## config.mk

```make
export PLATFORM = sky130hd
export DESIGN_NAME = alu_share_arbiter
export DESIGN_NICKNAME = d
export VERILOG_FILES = /design/src/rtl/alu_pkg.sv /design/src/rtl/rr_arbiter2.sv /design/src/rtl/alu_share_arbiter.sv
export SDC_FILE = /design/constraint.sdc
export NUM_CORES = 1
export LEC_CHECK = 0
export CORE_AREA = 2 2 215 217
export DETAILED_ROUTE_END_ITERATION = 7
export DIE_AREA = 0 0 217 219
export GPL_TIMING_DRIVEN = 0
export HOLD_SLACK_MARGIN = 0.06
export PLACE_DENSITY = 0.48
export SLEW_MARGIN = 20
export SYNTH_ARGS = -nofsm -noshare
export SYNTH_HDL_FRONTEND = slang
export SYNTH_SLANG_ARGS = --single-unit
```

## constraint.sdc

```tcl
create_clock -name clk -period 29.8 [get_ports clk]
set_input_delay 7.45 -clock clk [delete_from_list [all_inputs] [get_ports clk]]
set_output_delay 7.45 -clock clk [all_outputs]
set_load 0.02 [all_outputs]
```

## src/rtl/alu_pkg.sv

```systemverilog
// Shared ALU definitions: opcode encodings, default widths and the request payload struct.
package alu_pkg;

    localparam int unsigned ALU_DATA_W = 64;
    localparam int unsigned ALU_CTRL_W = 5;
    localparam int unsigned ALU_TAG_W  = 4;

    localparam logic [ALU_CTRL_W-1:0] ALU_ADD       = 5'b00000;
    localparam logic [ALU_CTRL_W-1:0] ALU_SUB       = 5'b00001;
    localparam logic [ALU_CTRL_W-1:0] ALU_AND       = 5'b00010;
    localparam logic [ALU_CTRL_W-1:0] ALU_OR        = 5'b00011;
    localparam logic [ALU_CTRL_W-1:0] ALU_XOR       = 5'b00100;
    localparam logic [ALU_CTRL_W-1:0] ALU_ADDW      = 5'b01000;
    localparam logic [ALU_CTRL_W-1:0] ALU_SUBW      = 5'b01001;
    localparam logic [ALU_CTRL_W-1:0] ALU_SH1ADD    = 5'b10000;
    localparam logic [ALU_CTRL_W-1:0] ALU_SH2ADD    = 5'b10001;
    localparam logic [ALU_CTRL_W-1:0] ALU_SH3ADD    = 5'b10010;
    localparam logic [ALU_CTRL_W-1:0] ALU_ADD_UW    = 5'b10011;
    localparam logic [ALU_CTRL_W-1:0] ALU_SH1ADD_UW = 5'b10100;
    localparam logic [ALU_CTRL_W-1:0] ALU_SH2ADD_UW = 5'b10101;
    localparam logic [ALU_CTRL_W-1:0] ALU_SH3ADD_UW = 5'b10110;

    typedef struct packed {
        logic [ALU_DATA_W-1:0] src_a;
        logic [ALU_DATA_W-1:0] src_b;
        logic [ALU_CTRL_W-1:0] ctrl;
        logic [ALU_TAG_W-1:0]  tag;
    } alu_req_t;

endpackage

```

## src/rtl/rr_arbiter2.sv

```systemverilog
// Two-way round-robin arbiter; the pointer names the winner of the next tie and
// only moves when a grant is actually taken.
module rr_arbiter2 (
    input  logic       clk,
    input  logic       reset,
    input  logic [1:0] req,
    input  logic       advance,
    output logic [1:0] gnt
);

    logic rr_ptr_q, rr_ptr_d;

    always_comb begin
        unique case (req)
            2'b01:   gnt = 2'b01;
            2'b10:   gnt = 2'b10;
            2'b11:   gnt = rr_ptr_q ? 2'b10 : 2'b01;
            default: gnt = 2'b00;
        endcase
    end

    // After granting requester i the pointer favours the other one.
    always_comb begin
        rr_ptr_d = rr_ptr_q;
        if (advance && (gnt != 2'b00)) begin
            rr_ptr_d = gnt[0];
        end
    end

    always_ff @(posedge clk or posedge reset) begin
        if (reset) begin
            rr_ptr_q <= 1'b0;
        end else begin
            rr_ptr_q <= rr_ptr_d;
        end
    end

endmodule

```

## src/rtl/alu_share_arbiter.sv

```systemverilog
// Shares one external combinational ALU between the integer issue path (0) and the
// Zba address-generation path (1) through an issue register and a result register.
module alu_share_arbiter
    import alu_pkg::*;
#(
    parameter int unsigned DATA_W = ALU_DATA_W,
    parameter int unsigned CTRL_W = ALU_CTRL_W,
    parameter int unsigned TAG_W  = ALU_TAG_W
) (
    input  logic              clk,
    input  logic              reset,
    input  logic [1:0]        ReqValid,
    output logic [1:0]        ReqReady,
    input  logic [DATA_W-1:0] ReqSrcA0,
    input  logic [DATA_W-1:0] ReqSrcA1,
    input  logic [DATA_W-1:0] ReqSrcB0,
    input  logic [DATA_W-1:0] ReqSrcB1,
    input  logic [CTRL_W-1:0] ReqCtrl0,
    input  logic [CTRL_W-1:0] ReqCtrl1,
    input  logic [TAG_W-1:0]  ReqTag0,
    input  logic [TAG_W-1:0]  ReqTag1,
    output logic [1:0]        RspValid,
    input  logic [1:0]        RspReady,
    output logic [DATA_W-1:0] RspResult,
    output logic              RspZero,
    output logic [TAG_W-1:0]  RspTag,
    output logic [DATA_W-1:0] AluSrcA,
    output logic [DATA_W-1:0] AluSrcB,
    output logic [CTRL_W-1:0] AluControl,
    input  logic [DATA_W-1:0] AluResult,
    input  logic              AluZero,
    input  logic              Flush
);

    logic [1:0] gnt;
    logic [1:0] accept;
    logic       stall;
    logic       advance;
    alu_req_t   req_sel;

    alu_req_t          iss_req_q, iss_req_d;
    logic              iss_valid_q, iss_valid_d;
    logic              iss_owner_q, iss_owner_d;
    logic              res_valid_q, res_valid_d;
    logic              res_owner_q, res_owner_d;
    logic [DATA_W-1:0] res_result_q, res_result_d;
    logic              res_zero_q, res_zero_d;
    logic [TAG_W-1:0]  res_tag_q, res_tag_d;

    // Only the result register can back up; the issue stage moves whenever it drains.
    assign stall   = res_valid_q & ~RspReady[res_owner_q];
    assign advance = ~stall & ~Flush;

    rr_arbiter2 u_rr_arbiter2 (
        .clk     (clk),
        .reset   (reset),
        .req     (ReqValid),
        .advance (advance),
        .gnt     (gnt)
    );

    assign ReqReady = gnt & {2{advance & ~reset}};
    assign accept   = ReqValid & ReqReady;

    always_comb begin
        if (gnt[1]) begin
            req_sel.src_a = ReqSrcA1;
            req_sel.src_b = ReqSrcB1;
            req_sel.ctrl  = ReqCtrl1;
            req_sel.tag   = ReqTag1;
        end else begin
            req_sel.src_a = ReqSrcA0;
            req_sel.src_b = ReqSrcB0;
            req_sel.ctrl  = ReqCtrl0;
            req_sel.tag   = ReqTag0;
        end
    end

    always_comb begin
        iss_req_d    = iss_req_q;
        iss_valid_d  = iss_valid_q;
        iss_owner_d  = iss_owner_q;
        res_valid_d  = res_valid_q;
        res_owner_d  = res_owner_q;
        res_result_d = res_result_q;
        res_zero_d   = res_zero_q;
        res_tag_d    = res_tag_q;
        if (Flush) begin
            iss_valid_d = 1'b0;
            res_valid_d = 1'b0;
        end else if (advance) begin
            iss_valid_d = |accept;
            if (|accept) begin
                iss_req_d   = req_sel;
                iss_owner_d = accept[1];
            end
            res_valid_d  = iss_valid_q;
            res_owner_d  = iss_owner_q;
            res_result_d = AluResult;
            res_zero_d   = AluZero;
            res_tag_d    = iss_req_q.tag;
        end
    end

    always_ff @(posedge clk or posedge reset) begin
        if (reset) begin
            iss_req_q    <= '0;
            iss_valid_q  <= 1'b0;
            iss_owner_q  <= 1'b0;
            res_valid_q  <= 1'b0;
            res_owner_q  <= 1'b0;
            res_result_q <= '0;
            res_zero_q   <= 1'b0;
            res_tag_q    <= '0;
        end else begin
            iss_req_q    <= iss_req_d;
            iss_valid_q  <= iss_valid_d;
            iss_owner_q  <= iss_owner_d;
            res_valid_q  <= res_valid_d;
            res_owner_q  <= res_owner_d;
            res_result_q <= res_result_d;
            res_zero_q   <= res_zero_d;
            res_tag_q    <= res_tag_d;
        end
    end

    // An idle issue slot presents ADD 0,0 so the ALU inputs never carry stale operands.
    assign AluSrcA    = iss_valid_q ? iss_req_q.src_a : '0;
    assign AluSrcB    = iss_valid_q ? iss_req_q.src_b : '0;
    assign AluControl = iss_valid_q ? iss_req_q.ctrl  : ALU_ADD;

    assign RspValid  = {res_valid_q & res_owner_q, res_valid_q & ~res_owner_q};
    assign RspResult = res_result_q;
    assign RspZero   = res_zero_q;
    assign RspTag    = res_tag_q;

endmodule

```

# Word level (Yosys, flattened, before mapping)
# Index checks and enable logic that the tools add are counted.
classes:
  addsub: 0
  mul: 0
  n_div: 0
  order_cmp: 1
  n_eq_ne: 3
  n_shift: 0
  mux: 12
  bitwise: 12
  n_reduce_logical: 6
ops:
  columns: ["operator", "count"]
  rows:
  - ["137-bit two-way mux", 1]
  - ["64-bit two-way mux", 2]
  - ["1-bit two-way mux", 6]
  - ["2-bit case mux with 3 select lines", 1]
  - ["1-bit AND", 5]
  - ["5-bit two-way mux", 1]
  - ["1-bit inverter", 5]
  - ["2-bit AND", 2]
  - ["2-bit equality test, second input constant", 2]
  - ["2-bit nonzero test", 2]
  - ["3-bit AND reduction", 1]
  - ["2-bit by 1-bit equality test with 1-bit output, second input constant", 1]
  - ["1-bit by 2-bit less-than comparator with 1-bit output, second input constant", 1]
  - ["2-bit two-way mux", 1]
  - ["2-bit AND reduction", 1]
  - ["2-bit OR reduction", 1]
  - ["1-bit logical AND", 1]
totals:
  regBits: 211
  latch_bits: 0
  mem_bits_rw: 0
  romBits: 0
  input_bits: 346
  out_inout_bits: 206
  elab_cells: 46
  memories: 0

# Longest topological paths before layout
# Gate-level depths: netlist (run 1).
depth:
  depth_word: 12
  mapped_depth: 6
  depth_no_buf: 4

# Hierarchy
# Synthesis (run 1) repeated with hierarchy kept, for this count alone.
unflattened:
  cells_unflattened: 765
  hier_area_um2: 10466.3
modules_own_cells:
  columns: ["mod", "instances", "cells_each", "area_each_um2", "seq_area_each_um2"]
  rows:
  - ["alu_share_arbiter", 1, 758, 10407.5, 5255.0]
  - ["rr_arbiter2", 1, 7, 58.8, 25.0]

# Least setup slack after synthesis (run 1)
# OpenSTA, ideal clock, no wires.
synth_timing:
  path_kind: "input -> output"
  from: "in reset"
  to: "out ReqReady[0]"
  t_arrival_ns: 12.666
  slack_ns: 9.684
  path_stages: 2
  n_path_buf: 0
  cell_sequence: "inv_1 and4_1"
synth_via:
  elab_chain_cells: 3
synth_rtl:
  columns: ["element", "line_no", "source"]
  rows:
  - ["start, declared", "alu_share_arbiter.sv:11", "input logic reset,"]
  - ["1-bit inverter", "alu_share_arbiter.sv:62", "assign ReqReady = gnt & {2{advance & ~reset}};"]
  - ["1-bit AND", "alu_share_arbiter.sv:62", null]
  - ["2-bit AND", "alu_share_arbiter.sv:62", null]
  - ["end, declared", "alu_share_arbiter.sv:13", "output logic [1:0] ReqReady,"]
# No other way between the ends.

# Worst setup path after layout (run 1)
layout_timing:
  from: "in RspReady[0]"
  to: "out ReqReady[0]"
layout_via:
  elab_chain_cells: 8
layout_rtl:
  columns: ["element", "line_no", "source"]
  rows:
  - ["start, declared", "alu_share_arbiter.sv:23", "input logic [1:0] RspReady,"]
  - ["1-bit two-way mux (not written as such) (2 in a row)", "alu_share_arbiter.sv:51", "assign stall = res_valid_q & ~RspReady[res_owner_q];"]
  - ["1-bit inverter", "alu_share_arbiter.sv:51", null]
  - ["1-bit AND", "alu_share_arbiter.sv:51", null]
  - ["1-bit inverter", "alu_share_arbiter.sv:52", "assign advance = ~stall & ~Flush;"]
  - ["1-bit AND", "alu_share_arbiter.sv:52", null]
  - ["1-bit AND", "alu_share_arbiter.sv:62", null]
  - ["2-bit AND", "alu_share_arbiter.sv:62", null]
# No other way between the ends. The select of a mux whose other input is x is not followed.

==> flow_metrics.tcl, run 1 <==
set metrics [dict create \
    first_pass_iters 6 \
    die-width_microns 217 \
    peakVddDrop_v 0.0000424 \
    seq_area_sq_um 5280 \
    multiInputGateArea_sq_um 4330 \
    die_h_microns 219 \
    start_util_pct 22.0 \
    vias_per_cell 4.21 \
    clock_sinks 211 \
    critPathMaxFanout 10 \
    synthesis.nets 1262 \
    p_leak_nw 7.25 \
    route.met2.wl_microns 20700 \
    wl_met3_microns 4310 \
    drt_wl_total_microns 42100 \
    fin_tns_setup_ns 0 \
    hold_buffers 0 \
    grt.total_usage_pct 17.1 \
    ios 552 \
    netlist_area_sq_um 9940 \
    synth-seq-cells 211 \
    cts_tree "done" \
    hold_class "reg -> reg" \
    critPathKind "in -> out" \
    place_inst 2069 \
    area_delta_synth_final_pct 72.6 \
    cts_buffer_depth 3 \
    grt_pass1_vias 9667 \
    ant_nets 0 \
    startpoint_type "input pin" \
    slew_violations 0 \
    insertion_delay_ns 0.54 \
    vias 8919 \
    final_cell_mix "clkdlybuf4s50_1, dfrtp_1, a21oi_1, nor2_1, mux2i_1" \
    dp_hpwl_microns 33200 \
    cts_resized 0 \
    die_area_sq_um 47500 \
    period_share_pct 58.1 \
    row_count 78 \
    skew_ns 0.0122 \
    cp-end-kind "output port" \
    gr-total-overflow 0 \
    drv_cap 0 \
    final_common_cell "clkdlybuf4s50_1" \
    cp_num_buf_inv 4 \
    first_iter_violations 280 \
    clock-root-buffer "clkbuf_16" \
    gp_congestion 0.771 \
    powerDensity_nw_per_um2 55.3 \
    fin_cells 2117 \
    path_cells "clkdlybuf4s50_1 > mux2i_2 > a21oi_1 > buf_2 > buf_2 > and4_1 > clkdlybuf4s50_1" \
    timing.final.crit_period_ns 17.33 \
    cts-buffers-inserted 26 \
    final_nets 1843 \
    cp_data_required_time_ns 22.35 \
    status "complete, no violations" \
    coreArea_sq_um 45100 \
    yosysSeqAreaShare_pct 53.1 \
    slowest_stage "clkdlybuf4s50_1" \
    wl_per_cell_microns 19.9 \
    worstMarginPinSlew_ns 0.984 \
    post-cts-setup-buffers 0 \
    cp_data_arrival_time_ns 9.88 \
    num-fill-cells 4535 \
    rsz0062_at_grt "no" \
    path_clk_slew_ns 0.06 \
    setup_viol 0 \
    grt_pass1_wl_microns 61500 \
    top_layer "met5" \
    slowest_delay_ns 0.63 \
    ys_warn_count 0 \
    synthCells 916 \
    path_delay_family "buffers and inverters" \
    ys_types 19 \
    wl_met1_microns 16400 \
    drive_gt1_share_pct 10.9 \
    htreeDepth 1 \
    io_buffers 551 \
    antenna_found_initial 5 \
    route.detailed.drc 0 \
    fmax_mhz 57.7 \
    grt_max_degree 78 \
    avgSynthCellArea_sq_um 10.8 \
    max_slew_margin_pct 34.4 \
    hold_viol 0 \
]
flip-flops by register name, summed over array words and instances (netlist names):
name                    count
res_valid_q                 1
res_owner_q                 1
RspTag                      4
RspZero                     1
u_rr_arbiter2.rr_ptr_q      1
iss_valid_q                 1
iss_owner_q                 1
iss_req_q                 137
RspResult                  64
layer usage:
layer | up-vias | global-route usage [%]
met4 | 4 | 3.63
met1 | 4237 | 19.3
li1 | 4258 | -
met3 | 47 | 6.33
met2 | 373 | 30.8
met5 | - | 0
path summary, 6_finish.rpt:
check / from / to / cells after the start / slack, ns
max: RspReady[0] / ReqReady[0] / 7 / 12.47
min: iss_owner_q$_DFFE_PP0P_ / iss_owner_q$_DFFE_PP0P_ / 1 / 0.50
max reg2reg: u_rr_arbiter2.rr_ptr_q$_DFFE_PP0P_ / iss_req_q[66]$_DFFE_PP0P_ / 5 / 27.20
min reg2reg: iss_owner_q$_DFFE_PP0P_ / iss_owner_q$_DFFE_PP0P_ / 1 / 0.50
max in group asynchronous: reset / iss_req_q[55]$_DFFE_PP0P_ / 3 / 21.54
min in group asynchronous: reset / u_rr_arbiter2.rr_ptr_q$_DFFE_PP0P_ / 2 / 7.51
cells in the mapped netlist (all sizes together):
master | number | area (sq um)
mux2i | 138 | 1390
nor2 | 140 | 526
inv | 2 | 7.51
and2 | 134 | 838
a31oi | 1 | 6.26
nand3 | 1 | 5.00
nor3b | 1 | 7.51
a21o | 1 | 7.51
mux2 | 70 | 788
and4 | 1 | 8.76
a2111oi | 1 | 27.5
buf | 50 | 250
o21ai | 1 | 5.00
nand2 | 4 | 15.0
nor2b | 1 | 6.26
clkbuf | 18 | 67.6
dfrtp | 211 | 5280
a21oi | 141 | 706
worst reg2reg max path, stage by stage, from the launching register on:
cell and delay (ns):
dfrtp_1 0.41, o21ai_1 0.20, clkbuf_1 0.76, buf_2 0.56, mux2i_1 0.41, a21oi_1 0.13
report_power, final:
group / internal, mW / switching [mW] / total [mW]
clock: 0.199 / 0.127 / 0.326
combinational: 0.137 / 0.124 / 0.261
sequential: 0.337 / 0.0242 / 0.361
total: 0.673 / 0.276 / 0.949
layout make-up:
cell class | instances | area share [%]
Sequential cell | 211 | 30.8
Tap cell | 600 | 4.38
Buffer | 68 | 1.85
Antenna cell | 2 | 0.0292
Clock buffer | 40 | 4.63
Inverter | 2 | 0.0876
Multi-Input combinational cell | 635 | 25.3
Timing Repair Buffer | 553 | 32.5
Clock inverter | 6 | 0.482
stage by stage:
stage	power, mW	utilization [%]	instance area [sq um]	setup WS [ns]	hold slack [ns]
after global placement	0.628	35.9	16200	6.12	0.475
after detailed placement	0.633	36.1	16300	12.38	0.487
after floorplan	0.491	-	9940	9.68	0.444
after CTS	0.969	38.0	17100	12.37	0.500
final	0.949	38.0	17100	12.47	0.497
after global routing	1.00	38.0	17100	12.25	0.518
logic make-up after synthesis:
group / synth area share, %
AO/OA/AOI/OAI: 7.57
buffers and inverters: 3.27
flip-flops: 53.1
multiplexers: 21.9
AND/OR/NAND/NOR: 14.2
(Power assumes the default switching activity.)
==> run 2: changes to the inputs <==
CORE_AREA = 2 2 212 214   (was 2 2 215 217)
DIE_AREA = 0 0 214 216   (was 0 0 217 219)
PLACE_DENSITY = 0.49   (was 0.48)
clock period = 16 ns   (was 29.8 ns; I/O delays follow)
==> flow_metrics.tcl, run 2 (same netlist as run 1, synthesis figures left out) <==
set metrics [dict create \
    largest_register_ffs 137 \
    drive_gt1_share_pct 11.1 \
    die_area_sq_um 46200 \
    startpoint_type "input pin" \
    grt_max_degree 94 \
    slew_violations 0 \
    gr-total-overflow 0 \
    row_count 77 \
    vias_per_cell 4.20 \
    setup_ws_ns 5.44 \
    io_buffers 551 \
    final_cell_mix "clkdlybuf4s50_1, dfrtp_1, a21oi_1, nor2_1, mux2i_1" \
    dp_hpwl_microns 33100 \
    clock-root-buffer "clkbuf_16" \
    cts_resized 0 \
    hold_buffers 0 \
    max_slew_margin_pct 30.4 \
    post-cts-setup-buffers 0 \
    path_clk_slew_ns 0.06 \
    cts-buffers-inserted 27 \
    peakVddDrop_v 0.0000988 \
    antenna_found_initial 1 \
    cp_data_required_time_ns 12.00 \
    hold_depth 1 \
    coreArea_sq_um 43800 \
    hold_class "reg -> reg" \
    switching_power_mw 0.519 \
    pwr-share-clk_pct 34.5 \
    p_leak_nw 7.26 \
    holdPathEnd "iss_owner_q$_DFFE_PP0P_" \
    setup_viol 0 \
    drv_cap 0 \
    ios 552 \
    fmax_mhz 94.7 \
    gp_congestion 0.836 \
    first_iter_violations 244 \
    die_h_microns 216 \
    status "complete, no violations" \
    ant_nets 0 \
    design_area_sq_um 17100 \
    placedInstanceArea_sq_um 16300 \
    cp-end-kind "output port" \
    hold_start "iss_owner_q$_DFFE_PP0P_" \
    wl_per_cell_microns 19.9 \
    insertion_delay_ns 0.54 \
    r2r-start "u_rr_arbiter2.rr_ptr_q$_DFFE_PP0P_" \
    critPathLaunch "RspReady[0]" \
    cp_data_arrival_time_ns 6.56 \
    critPathKind "in -> out" \
    internal-power_mw 1.25 \
    powerDensity_nw_per_um2 103 \
    hold_viol 0 \
    vias 8874 \
    critPathMaxFanout 10 \
    rr_worst_depth 5 \
    start_util_pct 22.7 \
    timing.rr.end "iss_req_q[69]$_DFFE_PP0P_" \
    dpl_worst_slack_ns 5.36 \
    reg2reg_slack_ns 13.26 \
    final_nets 1844 \
    worstMarginPinSlew_ns 1.04 \
    area_delta_synth_final_pct 72.5 \
    first_pass_iters 4 \
    grt.total_usage_pct 18.0 \
    timing.final.crit_period_ns 10.56 \
    rsz0062_at_grt "no" \
    clock_sinks 211 \
    largest_register "iss_req_q" \
    p_seq_share_pct 38.0 \
    switching_share_pct 29.3 \
    grt_pass1_wl_microns 63100 \
    grt_pass1_vias 9759 \
    route.detailed.drc 0 \
    drt_wl_total_microns 42100 \
    power_frac_comb_pct 27.5 \
    htreeDepth 1 \
    skew_ns 0.00752 \
    post-route-util_pct 39.1 \
    die-width_microns 214 \
    final_common_cell "clkdlybuf4s50_1" \
    cts_tree "done" \
    fin_tns_setup_ns 0 \
    period_share_pct 66.0 \
    cts_buffer_depth 3 \
]
run 2: changes by cell type in the layout (fill, tap and decap cells not counted), sizes merged:
| cell | change |
|---|---|
| clkinvlp | -1 |
| clkinv | +4 |
| inv | +1 |
| clkbuf | -2 |
run 2: final cells by class:
| cell class | instances | area, sq um |
|---|---|---|
| Buffer | 68 | 318 |
| Fill cell | 4446 | 26700 |
| Multi-Input combinational cell | 635 | 4330 |
| Sequential cell | 211 | 5280 |
| Clock buffer | 38 | 777 |
| Timing Repair Buffer | 553 | 5570 |
| Clock inverter | 10 | 104 |
| Inverter | 2 | 15.0 |
| Tap cell | 592 | 741 |
| Antenna cell | 2 | 5.00 |
run 2: metrics by stage:
step                hold WS (ns)  total power [mW]  std cells
global route               0.519              1.87       2109
global placement           0.468              1.17       2059
detailed placement         0.468              1.18       2061
floorplan                  0.444             0.914        916
finish                     0.480              1.77       2111
CTS                        0.482              1.80       2109
run 2: power by group through the flow:
stage | sequential, mW | clock (mW) | combinational, mW
2_1_floorplan | 0.700 | 0 | 0.214
3_3_place_gp | 0.679 | 0 | 0.492
3_5_place_dp | 0.681 | 0 | 0.497
4_1_cts | 0.673 | 0.632 | 0.499
5_1_grt | 0.686 | 0.653 | 0.529
6_report | 0.673 | 0.610 | 0.487
run 2: worst max-delay path, cell delays in order:
cell and delay (ns):
clkdlybuf4s50_1 0.49, mux2i_2 0.13, a21oi_1 0.32, buf_2 0.30, buf_2 0.31, and4_1 0.35
clkdlybuf4s50_1 0.65
run 2: layer usage:
layer / vias to the layer above / share of wire [%] / track usage [%]
li1: 4266 / - / -
met1: 4201 / 38 / 19.9
met2: 358 / 49 / 31.6
met3: 47 / 11 / 8.43
met4: 2 / 2.0 / 3.59
met5: - / 0.031 / 0
run 2: how the worst max path moves through the flow:
stage / to / depth (start not counted)
after floorplan: ReqReady[0] / 2
after global placement: ReqReady[0] / 4
after detailed placement: ReqReady[0] / 7
after CTS: ReqReady[0] / 7
after global routing: ReqReady[0] / 7
final: ReqReady[0] / 7
==> run 3: changes to the inputs <==
clock period = 9.83 ns   (was 16 ns; I/O delays follow)
==> flow_metrics.tcl, run 3 (same netlist as run 1, synthesis figures left out) <==
set metrics [dict create \
    fin_cells 2110 \
    ios 552 \
    setup_viol 0 \
    post-cts-setup-buffers 0 \
    clock_sinks 211 \
    peakVddDrop_v 0.000123 \
    hold_slack_ns 0.476 \
    vias_per_cell 4.25 \
    grt.total_usage_pct 17.8 \
    fmax_mhz 132 \
    area_delta_synth_final_pct 73.2 \
    period_share_pct 76.9 \
    timing.final.crit_period_ns 7.56 \
    drive_gt1_share_pct 11.1 \
    io_buffers 551 \
    wl_per_cell_microns 19.8 \
    slowest_stage "clkdlybuf4s50_1" \
    internal-power_mw 2.03 \
    cts_resized 0 \
    row_count 77 \
    slew_violations 0 \
    start_util_pct 22.7 \
    first_pass_iters 4 \
    htreeDepth 1 \
    gr-total-overflow 0 \
    path_clk_slew_ns 0.05 \
    final_nets 1850 \
    first_iter_violations 276 \
    skew_ns 0.0141 \
    switching_share_pct 28.8 \
    gp_congestion 0.844 \
    reg2reg_slack_ns 7.13 \
    hold_depth 1 \
    final_common_cell "clkdlybuf4s50_1" \
    rsz0062_at_grt "no" \
    drv_cap 0 \
    max_slew_margin_pct 30.2 \
    power_frac_comb_pct 28.0 \
    startpoint_type "input pin" \
    die-width_microns 214 \
    critPathKind "in -> out" \
    antenna_found_initial 0 \
    critPathMaxFanout 28 \
    cp_data_required_time_ns 7.37 \
    largest_register "iss_req_q" \
    place_inst 2067 \
    dp_hpwl_microns 33100 \
    path_cells "clkdlybuf4s50_1 > clkinvlp_4 > buf_12 > buf_12 > buf_12 > and4_1 > clkdlybuf4s50_1" \
    p_leak_nw 7.29 \
    clock-root-buffer "clkbuf_16" \
    cts-buffers-inserted 27 \
    grt_pass1_wl_microns 63000 \
    setup_ws_ns 2.27 \
    hold_viol 0 \
    cp_data_arrival_time_ns 5.11 \
    powerDensity_nw_per_um2 166 \
    route.detailed.drc 0 \
    switching_power_mw 0.822 \
    final_cell_mix "clkdlybuf4s50_1, dfrtp_1, a21oi_1, nor2_1, mux2i_1" \
    drt_wl_total_microns 41700 \
    vias 8976 \
    grt_pass1_vias 9858 \
    dpl_worst_slack_ns 2.18 \
    largest_register_ffs 137 \
    pwr-share-clk_pct 33.6 \
    cts_buffer_depth 3 \
    coreArea_sq_um 43800 \
    die_area_sq_um 46200 \
    insertion_delay_ns 0.53 \
    p_seq_share_pct 38.4 \
    worstMarginPinSlew_ns 1.05 \
    ant_nets 0 \
    cp-end-kind "output port" \
    num-fill-cells 4364 \
    hold_buffers 0 \
    die_h_microns 216 \
    crit_top_cell "buf_12" \
    cts_tree "done" \
    slowest_delay_ns 0.63 \
    rr_worst_depth 5 \
    hold_class "reg -> reg" \
    status "complete, no violations" \
    grt_max_degree 29 \
]
## run 3: changes by cell type in the layout (fill, tap and decap cells not counted), sizes merged
cell / previous run / this run
diode: 2 / 1
bufinv: 2 / 1
inv: 3 / 1
clkinv: 7 / 1
clkinvlp: 0 / 1
buf: 52 / 58
clkbuf: 56 / 58
## run 3: cell type report
type                       instances  area, sq um  share of cell area, %
antenna                            1         2.50                 0.0145
buffer                            68          318                   1.85
clock buffer                      40          815                   4.73
clock inverter                     2         35.0                  0.204
inverter                           2         11.3                 0.0654
multi-input combinational        635         4330                   25.2
sequential                       211         5280                   30.7
tap                              592          741                   4.30
timing repair buffer             559         5680                   33.0
## run 3: path summary, 6_finish.rpt
path	from	endpoint
max	reset	ReqReady[0]
min	iss_owner_q$_DFFE_PP0P_	iss_owner_q$_DFFE_PP0P_
max reg2reg	u_rr_arbiter2.rr_ptr_q$_DFFE_PP0P_	iss_req_q[64]$_DFFE_PP0P_
min reg2reg	iss_owner_q$_DFFE_PP0P_	iss_owner_q$_DFFE_PP0P_
max in group asynchronous	reset	iss_req_q[92]$_DFFE_PP0P_
min in group asynchronous	reset	iss_req_q[134]$_DFFE_PP0P_
## run 3: per-layer routing
metal	GRT usage, %	routed length [microns]
met5	0	0
met4	3.15	505
met3	6.47	3760
met2	31.6	20800
met1	20.7	16700
## run 3: power by group through the flow
stage / logic, mW / clock network, mW / registers, mW
3_3_place_gp: 0.800 / 0 / 1.10
4_1_cts: 0.815 / 1.00 / 1.10
6_report: 0.798 / 0.959 / 1.09
5_1_grt: 0.866 / 1.03 / 1.11
2_1_floorplan: 0.348 / 0 / 1.14
3_5_place_dp: 0.812 / 0 / 1.11
## run 3: per-stage QoR
stage                     area, sq um  util [%]  setup TNS, ns  power (mW)
after floorplan                  9940         -              0        1.49
after global placement          16200      36.9          -2.15        1.90
after detailed placement        16400      37.3              0        1.92
after CTS                       17200      39.3              0        2.91
after global routing            17200      39.3              0        3.01
final                           17200      39.3              0        2.85
## run 3: worst max-delay path, delay by kind of cell
| family | cells | cell delay, ns |
|---|---|---|
| simple gates | 1 | 0.19 |
| buf+inv | 6 | 2.43 |
